[src/rtl/pci_pkg.sv]
// Shared definitions for the PCI target sequencer: FSM state codes,
// memory command codes and the transfer-counter width helper.
package pci_pkg;

  localparam logic [2:0] ST_IDLE    = 3'd0;
  localparam logic [2:0] ST_SKIP    = 3'd1;
  localparam logic [2:0] ST_DECODE  = 3'd2;
  localparam logic [2:0] ST_TURN    = 3'd3;
  localparam logic [2:0] ST_DATA    = 3'd4;
  localparam logic [2:0] ST_BACKOFF = 3'd5;
  localparam logic [2:0] ST_FINISH  = 3'd6;

  localparam logic [3:0] CMD_MEM_RD = 4'h6;
  localparam logic [3:0] CMD_MEM_WR = 4'h7;

  function automatic int xfer_cnt_w(input int max_burst);
    return $clog2(max_burst + 1);
  endfunction

endpackage

[src/rtl/pci_target_seq_if.sv]
// Bus bundle between a PCI initiator and the target sequencer; the
// target uses the slave modport, a bench or initiator the master one.
interface pci_target_seq_if
  import pci_pkg::*;
#(
  parameter int DATA_W    = 32,
  parameter int MAX_BURST = 8
);

  logic                             frame;
  logic                             irdy;
  logic [DATA_W-1:0]                ad_in;
  logic [DATA_W/8-1:0]              cbe;
  logic                             devsel;
  logic                             trdy;
  logic                             stop;
  logic [DATA_W-1:0]                ad_out;
  logic                             ad_oe;
  logic [xfer_cnt_w(MAX_BURST)-1:0] xfer_count;
  logic [2:0]                       state;

  modport slave (
    input  frame, irdy, ad_in, cbe,
    output devsel, trdy, stop, ad_out, ad_oe, xfer_count, state
  );

  modport master (
    output frame, irdy, ad_in, cbe,
    input  devsel, trdy, stop, ad_out, ad_oe, xfer_count, state
  );

endinterface

[src/rtl/pci_regfile.sv]
// Target register file: byte-enabled synchronous write, asynchronous
// read, cleared by synchronous reset.
module pci_regfile #(
  parameter int DATA_W = 32,
  parameter int DEPTH  = 16,
  parameter int AW     = $clog2(DEPTH)
) (
  input  logic                clk,
  input  logic                rst,
  input  logic                we_i,
  input  logic [DATA_W/8-1:0] be_i,
  input  logic [AW-1:0]       addr_i,
  input  logic [DATA_W-1:0]   wdata_i,
  output logic [DATA_W-1:0]   rdata_o
);

  logic [DATA_W-1:0] mem_q [DEPTH];

  // Storage update: reset clears every word, otherwise write enabled lanes.
  always_ff @(posedge clk) begin
    if (rst) begin
      for (int i = 0; i < DEPTH; i++) begin
        mem_q[i] <= '0;
      end
    end else if (we_i) begin
      for (int b = 0; b < DATA_W/8; b++) begin
        if (be_i[b]) begin
          mem_q[addr_i][b*8 +: 8] <= wdata_i[b*8 +: 8];
        end
      end
    end
  end

  assign rdata_o = mem_q[addr_i];

endmodule

[src/rtl/pci_target_seq.sv]
// PCI memory target sequencer: address decode, devsel timing, read
// turnaround, burst data phases with target disconnect, register storage.
module pci_target_seq
  import pci_pkg::*;
#(
  parameter int          DATA_W     = 32,
  parameter int          DEPTH      = 16,
  parameter logic [31:0] BASE_ADDR  = 32'h0000_1000,
  parameter int          DEVSEL_DLY = 1,
  parameter int          MAX_BURST  = 8
) (
  input logic              clk,
  input logic              rst,
  pci_target_seq_if.slave  bus
);

  localparam int                AW         = $clog2(DEPTH);
  localparam int                CW         = xfer_cnt_w(MAX_BURST);
  localparam logic [DATA_W-1:0] BASE_W     = DATA_W'(BASE_ADDR);
  localparam logic [CW-1:0]     BURST_LAST = CW'(MAX_BURST - 1);
  localparam logic [AW-1:0]     IDX_LAST   = AW'(DEPTH - 1);
  localparam logic [1:0]        DLY_LAST   = 2'(DEVSEL_DLY - 1);

  logic [2:0]        state_q, state_d;
  logic [AW-1:0]     idx_q, idx_d;
  logic [CW-1:0]     cnt_q, cnt_d;
  logic              rd_q, rd_d;
  logic [1:0]        dly_q, dly_d;
  logic [3:0]        cmd_s;
  logic              hit_s, xfer_s, we_s;
  logic [DATA_W-1:0] rdata_s;
  logic              devsel_s, trdy_s, stop_s, ad_oe_s;

  assign cmd_s  = bus.cbe[3:0];
  assign hit_s  = ((cmd_s == CMD_MEM_RD) || (cmd_s == CMD_MEM_WR)) &&
                  (bus.ad_in[DATA_W-1:AW+2] == BASE_W[DATA_W-1:AW+2]);
  // trdy is always asserted in DATA, so a beat needs only irdy.
  assign xfer_s = (state_q == ST_DATA) && !bus.irdy;
  assign we_s   = xfer_s && !rd_q;

  // Next-state and datapath register computation.
  always_comb begin
    state_d = state_q;
    idx_d   = idx_q;
    cnt_d   = cnt_q;
    rd_d    = rd_q;
    dly_d   = dly_q;
    case (state_q)
      ST_IDLE: begin
        cnt_d = '0;
        if (!bus.frame) begin
          idx_d = bus.ad_in[AW+1:2];
          rd_d  = (cmd_s == CMD_MEM_RD);
          dly_d = 2'd0;
          if (!hit_s) begin
            state_d = ST_SKIP;
          end else if (DEVSEL_DLY != 0) begin
            state_d = ST_DECODE;
          end else if (cmd_s == CMD_MEM_RD) begin
            state_d = ST_TURN;
          end else begin
            state_d = ST_DATA;
          end
        end else begin
          state_d = ST_IDLE;
        end
      end
      ST_SKIP: begin
        if (bus.frame && bus.irdy) begin
          state_d = ST_IDLE;
          cnt_d   = '0;
        end else begin
          state_d = ST_SKIP;
        end
      end
      ST_DECODE: begin
        if (dly_q == DLY_LAST) begin
          state_d = rd_q ? ST_TURN : ST_DATA;
        end else begin
          dly_d = dly_q + 2'd1;
        end
      end
      ST_TURN: begin
        state_d = ST_DATA;
      end
      ST_DATA: begin
        if (xfer_s) begin
          cnt_d = cnt_q + CW'(1);
          // idx saturates at the last word; the boundary forces a disconnect.
          if (idx_q != IDX_LAST) begin
            idx_d = idx_q + AW'(1);
          end else begin
            idx_d = idx_q;
          end
          if (bus.frame) begin
            state_d = ST_FINISH;
          end else if ((cnt_q == BURST_LAST) || (idx_q == IDX_LAST)) begin
            state_d = ST_BACKOFF;
          end else begin
            state_d = ST_DATA;
          end
        end else begin
          state_d = ST_DATA;
        end
      end
      ST_BACKOFF: begin
        if (bus.frame) begin
          state_d = ST_FINISH;
        end else begin
          state_d = ST_BACKOFF;
        end
      end
      ST_FINISH: begin
        state_d = ST_IDLE;
        cnt_d   = '0;
      end
      default: begin
        state_d = ST_IDLE;
        cnt_d   = '0;
      end
    endcase
  end

  // Sequencer state registers with synchronous reset.
  always_ff @(posedge clk) begin
    if (rst) begin
      state_q <= ST_IDLE;
      idx_q   <= '0;
      cnt_q   <= '0;
      rd_q    <= 1'b0;
      dly_q   <= 2'd0;
    end else begin
      state_q <= state_d;
      idx_q   <= idx_d;
      cnt_q   <= cnt_d;
      rd_q    <= rd_d;
      dly_q   <= dly_d;
    end
  end

  // Bus responses decoded purely from the registered state.
  always_comb begin
    devsel_s = 1'b1;
    trdy_s   = 1'b1;
    stop_s   = 1'b1;
    ad_oe_s  = 1'b0;
    case (state_q)
      ST_TURN: begin
        devsel_s = 1'b0;
      end
      ST_DATA: begin
        devsel_s = 1'b0;
        trdy_s   = 1'b0;
        ad_oe_s  = rd_q;
      end
      ST_BACKOFF: begin
        devsel_s = 1'b0;
        stop_s   = 1'b0;
      end
      default: begin
        devsel_s = 1'b1;
      end
    endcase
  end

  assign bus.devsel     = devsel_s;
  assign bus.trdy       = trdy_s;
  assign bus.stop       = stop_s;
  assign bus.ad_oe      = ad_oe_s;
  assign bus.ad_out     = rdata_s;
  assign bus.xfer_count = cnt_q;
  assign bus.state      = state_q;

  pci_regfile #(
    .DATA_W (DATA_W),
    .DEPTH  (DEPTH)
  ) u_regfile (
    .clk     (clk),
    .rst     (rst),
    .we_i    (we_s),
    .be_i    (~bus.cbe),
    .addr_i  (idx_q),
    .wdata_i (bus.ad_in),
    .rdata_o (rdata_s)
  );

endmodule

[src/flat_wrapper.sv]
// flat-port wrapper written by rule: the top's interface ports become plain ports
module pci_target_seq_flat import pci_pkg::*;
#(
  parameter int          DATA_W     = 32,
  parameter int          DEPTH      = 16,
  parameter logic [31:0] BASE_ADDR  = 32'h0000_1000,
  parameter int          DEVSEL_DLY = 1,
  parameter int          MAX_BURST  = 8
)
  (clk, rst, bus_frame, bus_irdy, bus_ad_in, bus_cbe, bus_devsel, bus_trdy, bus_stop, bus_ad_out, bus_ad_oe, bus_xfer_count, bus_state);
  pci_target_seq_if #(.DATA_W(DATA_W), .MAX_BURST(MAX_BURST)) bus_i ();
  input logic clk;
  input logic rst;
  input wire logic [$bits(bus_i.frame)-1:0] bus_frame;
  input wire logic [$bits(bus_i.irdy)-1:0] bus_irdy;
  input wire logic [$bits(bus_i.ad_in)-1:0] bus_ad_in;
  input wire logic [$bits(bus_i.cbe)-1:0] bus_cbe;
  output wire logic [$bits(bus_i.devsel)-1:0] bus_devsel;
  output wire logic [$bits(bus_i.trdy)-1:0] bus_trdy;
  output wire logic [$bits(bus_i.stop)-1:0] bus_stop;
  output wire logic [$bits(bus_i.ad_out)-1:0] bus_ad_out;
  output wire logic [$bits(bus_i.ad_oe)-1:0] bus_ad_oe;
  output wire logic [$bits(bus_i.xfer_count)-1:0] bus_xfer_count;
  output wire logic [$bits(bus_i.state)-1:0] bus_state;
  assign bus_i.frame = bus_frame;
  assign bus_i.irdy = bus_irdy;
  assign bus_i.ad_in = bus_ad_in;
  assign bus_i.cbe = bus_cbe;
  assign bus_devsel = bus_i.devsel;
  assign bus_trdy = bus_i.trdy;
  assign bus_stop = bus_i.stop;
  assign bus_ad_out = bus_i.ad_out;
  assign bus_ad_oe = bus_i.ad_oe;
  assign bus_xfer_count = bus_i.xfer_count;
  assign bus_state = bus_i.state;
  pci_target_seq #(.DATA_W(DATA_W), .DEPTH(DEPTH), .BASE_ADDR(BASE_ADDR), .DEVSEL_DLY(DEVSEL_DLY), .MAX_BURST(MAX_BURST)) u_core (.clk(clk), .rst(rst), .bus(bus_i));
endmodule
[config.mk]
export PLATFORM = sky130hd
export DESIGN_NAME = pci_target_seq_flat
export DESIGN_NICKNAME = d
export VERILOG_FILES = /design/src/rtl/pci_pkg.sv /design/src/rtl/pci_target_seq_if.sv /design/src/rtl/pci_regfile.sv /design/src/rtl/pci_target_seq.sv /design/src/flat_wrapper.sv
export SDC_FILE = /design/constraint.sdc
export NUM_CORES = 1
export LEC_CHECK = 0
export BUFFER_PORTS_ARGS = -buffer_cell sky130_fd_sc_hd__buf_2
export CAP_MARGIN = 20
export CORE_UTILIZATION = 50
export DETAILED_ROUTE_END_ITERATION = 10
export GPL_ROUTABILITY_DRIVEN = 1
export PLACE_DENSITY = 0.76
export REMOVE_ABC_BUFFERS = 1
export SYNTH_ARGS = -nofsm -noshare
export SYNTH_HDL_FRONTEND = slang
export SYNTH_SLANG_ARGS = --single-unit
[constraint.sdc]
create_clock -name clk -period 2.3 [get_ports clk]
set_input_delay 0.46 -clock clk [delete_from_list [all_inputs] [get_ports clk]]
set_output_delay 0.46 -clock clk [all_outputs]
set_load 0.02 [all_outputs]
### Yosys cells after proc, flatten, opt, wreduce, memory -nomap -nowiden

Memory sizes are Yosys's and may differ from the RTL's. A register that Yosys moved wholly into a read port is not among the register bits.
Index checks and enable logic that the tools add are counted.

* register bits after elaboration: 14
* bits in writable memories: 512
* bits of input ports: 40
* output and inout port bits: 43
* word-level logic and storage cells: 95
* memories kept: 1

* add/subtract/negate cells: 3
* equal/unequal tests: 17
* muxes and demuxes: 47
* bitwise gates (word level): 3
* reductions and logical operators: 19

Memories
* u_core.u_regfile.mem_q: words 16, width 32, read ports 1, clocked after Yosys merged registers in 1, write ports 16, RTL line pci_regfile.sv:17 `logic [DATA_W-1:0] mem_q [DEPTH];`

Operator list (count)
* 2-to-1 mux 4 bit: 9
* 2-to-1 mux 32 bit: 1
* OR reduction 32 bit: 1
* equality test 26 x 7 -> 1 bit, second input constant: 1
* 2-to-1 mux 1 bit: 24
* case mux 3 bit (6 select lines): 1
* equality test 4 x 3 -> 1 bit, second input constant: 3
* 2-to-1 mux 3 bit: 4
* case mux 4 bit (3 select lines): 1
* 2-to-1 mux 2 bit: 5
* adder 4 x 1 -> 4 bit, second input constant: 2
* case mux 4 bit (2 select lines): 1
* equality test 3 x 2 -> 1 bit, second input constant: 2
* equality test 3 bit, second input constant: 2
* inequality test 2 x 1 -> 1 bit, second input constant: 3
* inequality test 2 bit, second input constant: 3
* AND reduction 3 bit: 2
* OR reduction 3 bit: 2
* equality test 4 bit, second input constant: 1
* logical AND 1 bit: 4
* inequality test 4 bit, second input constant: 1
* inverter 4 bit: 1
* case mux 2 bit (2 select lines): 1
* AND reduction 4 bit: 1
* other kinds (9): 13

### Depth between registers and ports, before layout

* depth in word-level cells: 8
* mapped depth: 6
* gate-level depth less buffers: 6

### Modules after synthesis

Synthesis repeated with hierarchy kept, for this count alone.

* cell total of the unflattened synthesis: 1644
* area total of the unflattened synthesis: 23227.3 µm²

By module, submodules not included
* pci_regfile: instances 1, cells each 1520, area each 22312.6 µm², sequential area each 15374.7 µm²
* pci_target_seq: instances 1, cells each 124, area each 914.6 µm², sequential area each 280.3 µm²

### Worst setup path after synthesis

OpenSTA, ideal clock, no wires.

* path kind: flip-flop to flip-flop
* start: reg u_core.state_q[2] (netlist: u_core.bus.state[2])
* end: mem u_core.u_regfile.mem_q[15][16], enable pin
* setup time: 0.309 ns
* arrival: 2.048 ns
* data required time: 1.991 ns
* setup slack: -0.057 ns
* stages on the path, launching flop included: 7
* path buffers: 2
* period minus slack after synthesis: 2.357 ns
* path through: dfxtp_1 > or4b_4 > or4_1 > buf_2 > buf_8 > nor2_4 > or2_2

RTL lines
* start: declaration: RTL line pci_target_seq.sv:24 `logic [2:0] state_q, state_d;`
* start signal: assignment: RTL line pci_target_seq.sv:133 `state_q <= state_d;`
* end: declaration: RTL line pci_regfile.sv:17

==> metrics.yaml <==
sta:
  setup_slack_ns: -0.6083
  fin_crit_ns: 2.908
  period_share_pct: 126.4
  finClkSkew_ns: 0.02145
  rsz0062_at_grt: "true"
  setup_tns_ns: -17.51
  final-setup-viol-count: 32
  timing.fmax_ghz: 0.3438
  worst_slew_pin_slew_ns: 1.007
  whs_ns: 0.2206
  report.final.slew_viol_count: 0
  finalHoldViolCount: 0
  slew_headroom_pct: 32.24
cells_and_area:
  fin_util_pct: 61.50
  final_cell_mix: "and2_1 (515), edfxtp_1 (512), buf_4 (145)"
  drive_gt1_share_pct: 36.46
  diodes: 0
  finalNonFillerCells: 2546
  final_nets: 1893
  final_common_cell: "and2_1"
  area_growth_pct: 20.54
synth:
  synth_edf_count: 512
  ys_types: 43
  syn_avg_cell_area_um2: 15.16
  synth_area_mm2: 0.02456
  yosysWarnings: 0
  yosys_most_used_dff: "edfxtp_1"
  ys_async_sr_fraction_pct: 0
  ys_ff_latch: 530
  synth_cells: 1620
  yosysSeqAreaShare_pct: 64.06
clocking:
  hold_buffers: 0
  clock-sinks: 530
  root_buffer: "clkbuf_16"
  tritoncts: "yes"
  cts_buffer_depth: 3
  cts_buffers: 52
  clk_pin_slew_ns: 0.06
  clk_latency_ns: 0.61
  htree_levels: 2
critical_path:
  start_kind: "flip-flop"
  endpoint_kind: "primary output"
  worstPathMaxFanout: 8
  rrSetupSlack_ns: 0.06
  cp_slowest_cell: "mux4_2"
  cp_cell_sequence: "buf_6 -> buf_12 -> buf_16 -> mux4_2 -> a22oi_2 -> nand2_1 -> buf_2"
  r2r_start: "u_core.bus.state[0]"
  cp_slowest_stage_delay_ns: 0.51
  rr_worst_depth: 5
  endpoint: "bus_ad_out[20]"
  cp.required_ns: 1.84
  worstSetupPathType: "reg -> out"
  r2r-end: "u_core.u_regfile.mem_q[8][25]"
  cp.arrival_ns: 2.45
grt:
  grt-ovfl-total: 0
  grt_max_degree: 41
  grt_pass1_wl_um: 91610
  track_usage_pct: 25.04
  grt_pass1_vias: 14610
  antenna_found_initial: 1
drt:
  vias: 14650
  viasPerCell: 5.752
  wl_per_cell_um: 24.05
  drt_iter0_drc: 1576
  first_pass_iters: 5
  ant_nets: 0
  wl_um: 61230
  drc_errors: 0
floorplanning:
  core_area_mm2: 0.04815
  die_h_um: 223.7
  rows: 80
  die_w_um: 223.7
  io_pins: 83
  start_util_pct: 51.02
  die_area_mm2: 0.05002
pwr:
  power_per_cell_area_mw_per_mm2: 743.4
  max-vdd-ir-drop_mv: 0.4885
  leakage_nw: 10.82
outcome:
  violations: "setup timing"
  status: "finished with violations"
place:
  finalWeightedCongestion: 0.8257
  place_ws_ns: -0.2450
  portBuffers: 82
  dp_cells: 2426
  place_hpwl_um: 41930
min_path:
  hold_class: "in -> reg"
job:
  max-cap-violations: 0
-- critical path: cells and delay by family, from the launching register on --
kind / cells / cell delay, ns
AOI/OAI and AO/OA: 1 / 0.24
muxes: 1 / 0.51
buffers and inverters: 4 / 0.60
and+or+nand+nor: 1 / 0.10
DFF: 1 / 0.38
-- Yosys cell counts (2+ instances only) --
cell type	number	area [µm²]
o21ai_0	5	25.02
a21oi_1	12	60.06
clkbuf_1	74	277.8
and2_1	515	3222
nor2b_1	8	50.05
nand2b_1	3	18.77
o21bai_1	2	15.01
nor4b_1	3	26.28
edfxtp_1	512	15370
nand3b_1	2	15.01
buf_1	2	7.510
a22oi_1	65	488.0
nor2_4	40	450.4
nor3b_1	2	15.01
a21bo_2	2	20.02
nor2_1	40	150.1
nand3_1	7	35.03
or2_2	64	400.4
inv_1	5	18.77
nor3_1	2	10.01
nand2_1	52	195.2
nor4_1	5	31.28
dfxtp_1	18	360.4
a311oi_1	2	17.52
ha_1	6	75.07
nand4_1	2	12.51
a31oi_1	3	18.77
buf_8	4	60.06
buf_2	17	85.08
mux4_2	128	2883
or4_1	6	45.04
-- where the power goes --
part,internal [W],switching (W),total (W)
Clock,0.00505,0.00365,0.00870
Combinational,0.00100,0.00129,0.00229
Sequential,0.0109,0.000148,0.0110
Total,0.0169,0.00509,0.0220
-- layout make-up --
| type | instances | area (µm²) |
|---|---|---|
| inverters | 6 | 23.77 |
| repair buffers | 270 | 2426 |
| clock inverters | 33 | 327.8 |
| flip-flops and latches | 530 | 15740 |
| fillers | 3381 | 18540 |
| multi-input cells | 987 | 8851 |
| clock buffers | 64 | 1418 |
| well taps | 656 | 820.8 |
-- cells by family after synthesis --
group                      after synthesis  share of synthesized area [%]
AOI/OAI and AO/OA                       98                          2.858
adders and majority gates                6                         0.3056
buffers and inverters                  103                          1.844
DFF                                    530                          64.06
muxes                                  129                          11.78
and+or+nand+nor                        754                          19.16
-- worst min path at each step --
| stage | endpoint | startpoint | slack, ns | cells after the start |
|---|---|---|---|---|
| 5_1_grt | u_core.bus.state[1] | bus_frame | 0.24 | 3 |
| 3_3_place_gp | u_core.dly_q[0] | u_core.dly_q[0] | 0.45 | 2 |
| 4_1_cts | u_core.bus.state[1] | bus_frame | 0.19 | 3 |
| 3_5_place_dp | u_core.dly_q[0] | u_core.dly_q[0] | 0.47 | 2 |
| 2_1_floorplan | u_core.dly_q[0] | u_core.dly_q[0] | 0.44 | 2 |
| 6_report | u_core.bus.state[1] | bus_frame | 0.22 | 3 |
-- per-stage QoR --
stage          area [µm²]  power [W]
2_1_floorplan       24130    0.01231
3_3_place_gp        26820    0.01309
3_5_place_dp        26820    0.01313
4_1_cts             29370    0.02199
5_1_grt             29610    0.02255
6_report            29610    0.02201
-- routing by layer --
layer | routed length [µm] | global-route usage [%]
met3 | 5567 | 4.696
met5 | 13 | 0
met1 | 24380 | 34.39
met4 | 2045 | 9.258
met2 | 29220 | 40.05
-- sequential cells by signal, indices dropped and copies added, names as in the netlist, named ones only --
| signal | flops |
|---|---|
| u_core.rd_q | 1 |
| u_core.bus.xfer_count | 4 |
| u_core.idx_q | 4 |
| u_core.dly_q | 2 |
| u_core.u_regfile.mem_q | 512 |
| u_core.bus.state | 3 |
-- what timing repair did --
| item | in CTS | in global routing |
|---|---|---|
| buffers inserted | 12 | 7 |
| gates cloned | 6 | 1 |
| pin swaps | 39 | 31 |
| gates resized for setup | 139 | 67 |
| endpoints found under the setup margin | 80 | 420 |
No activity file was read; power rests on OpenSTA's default activity.
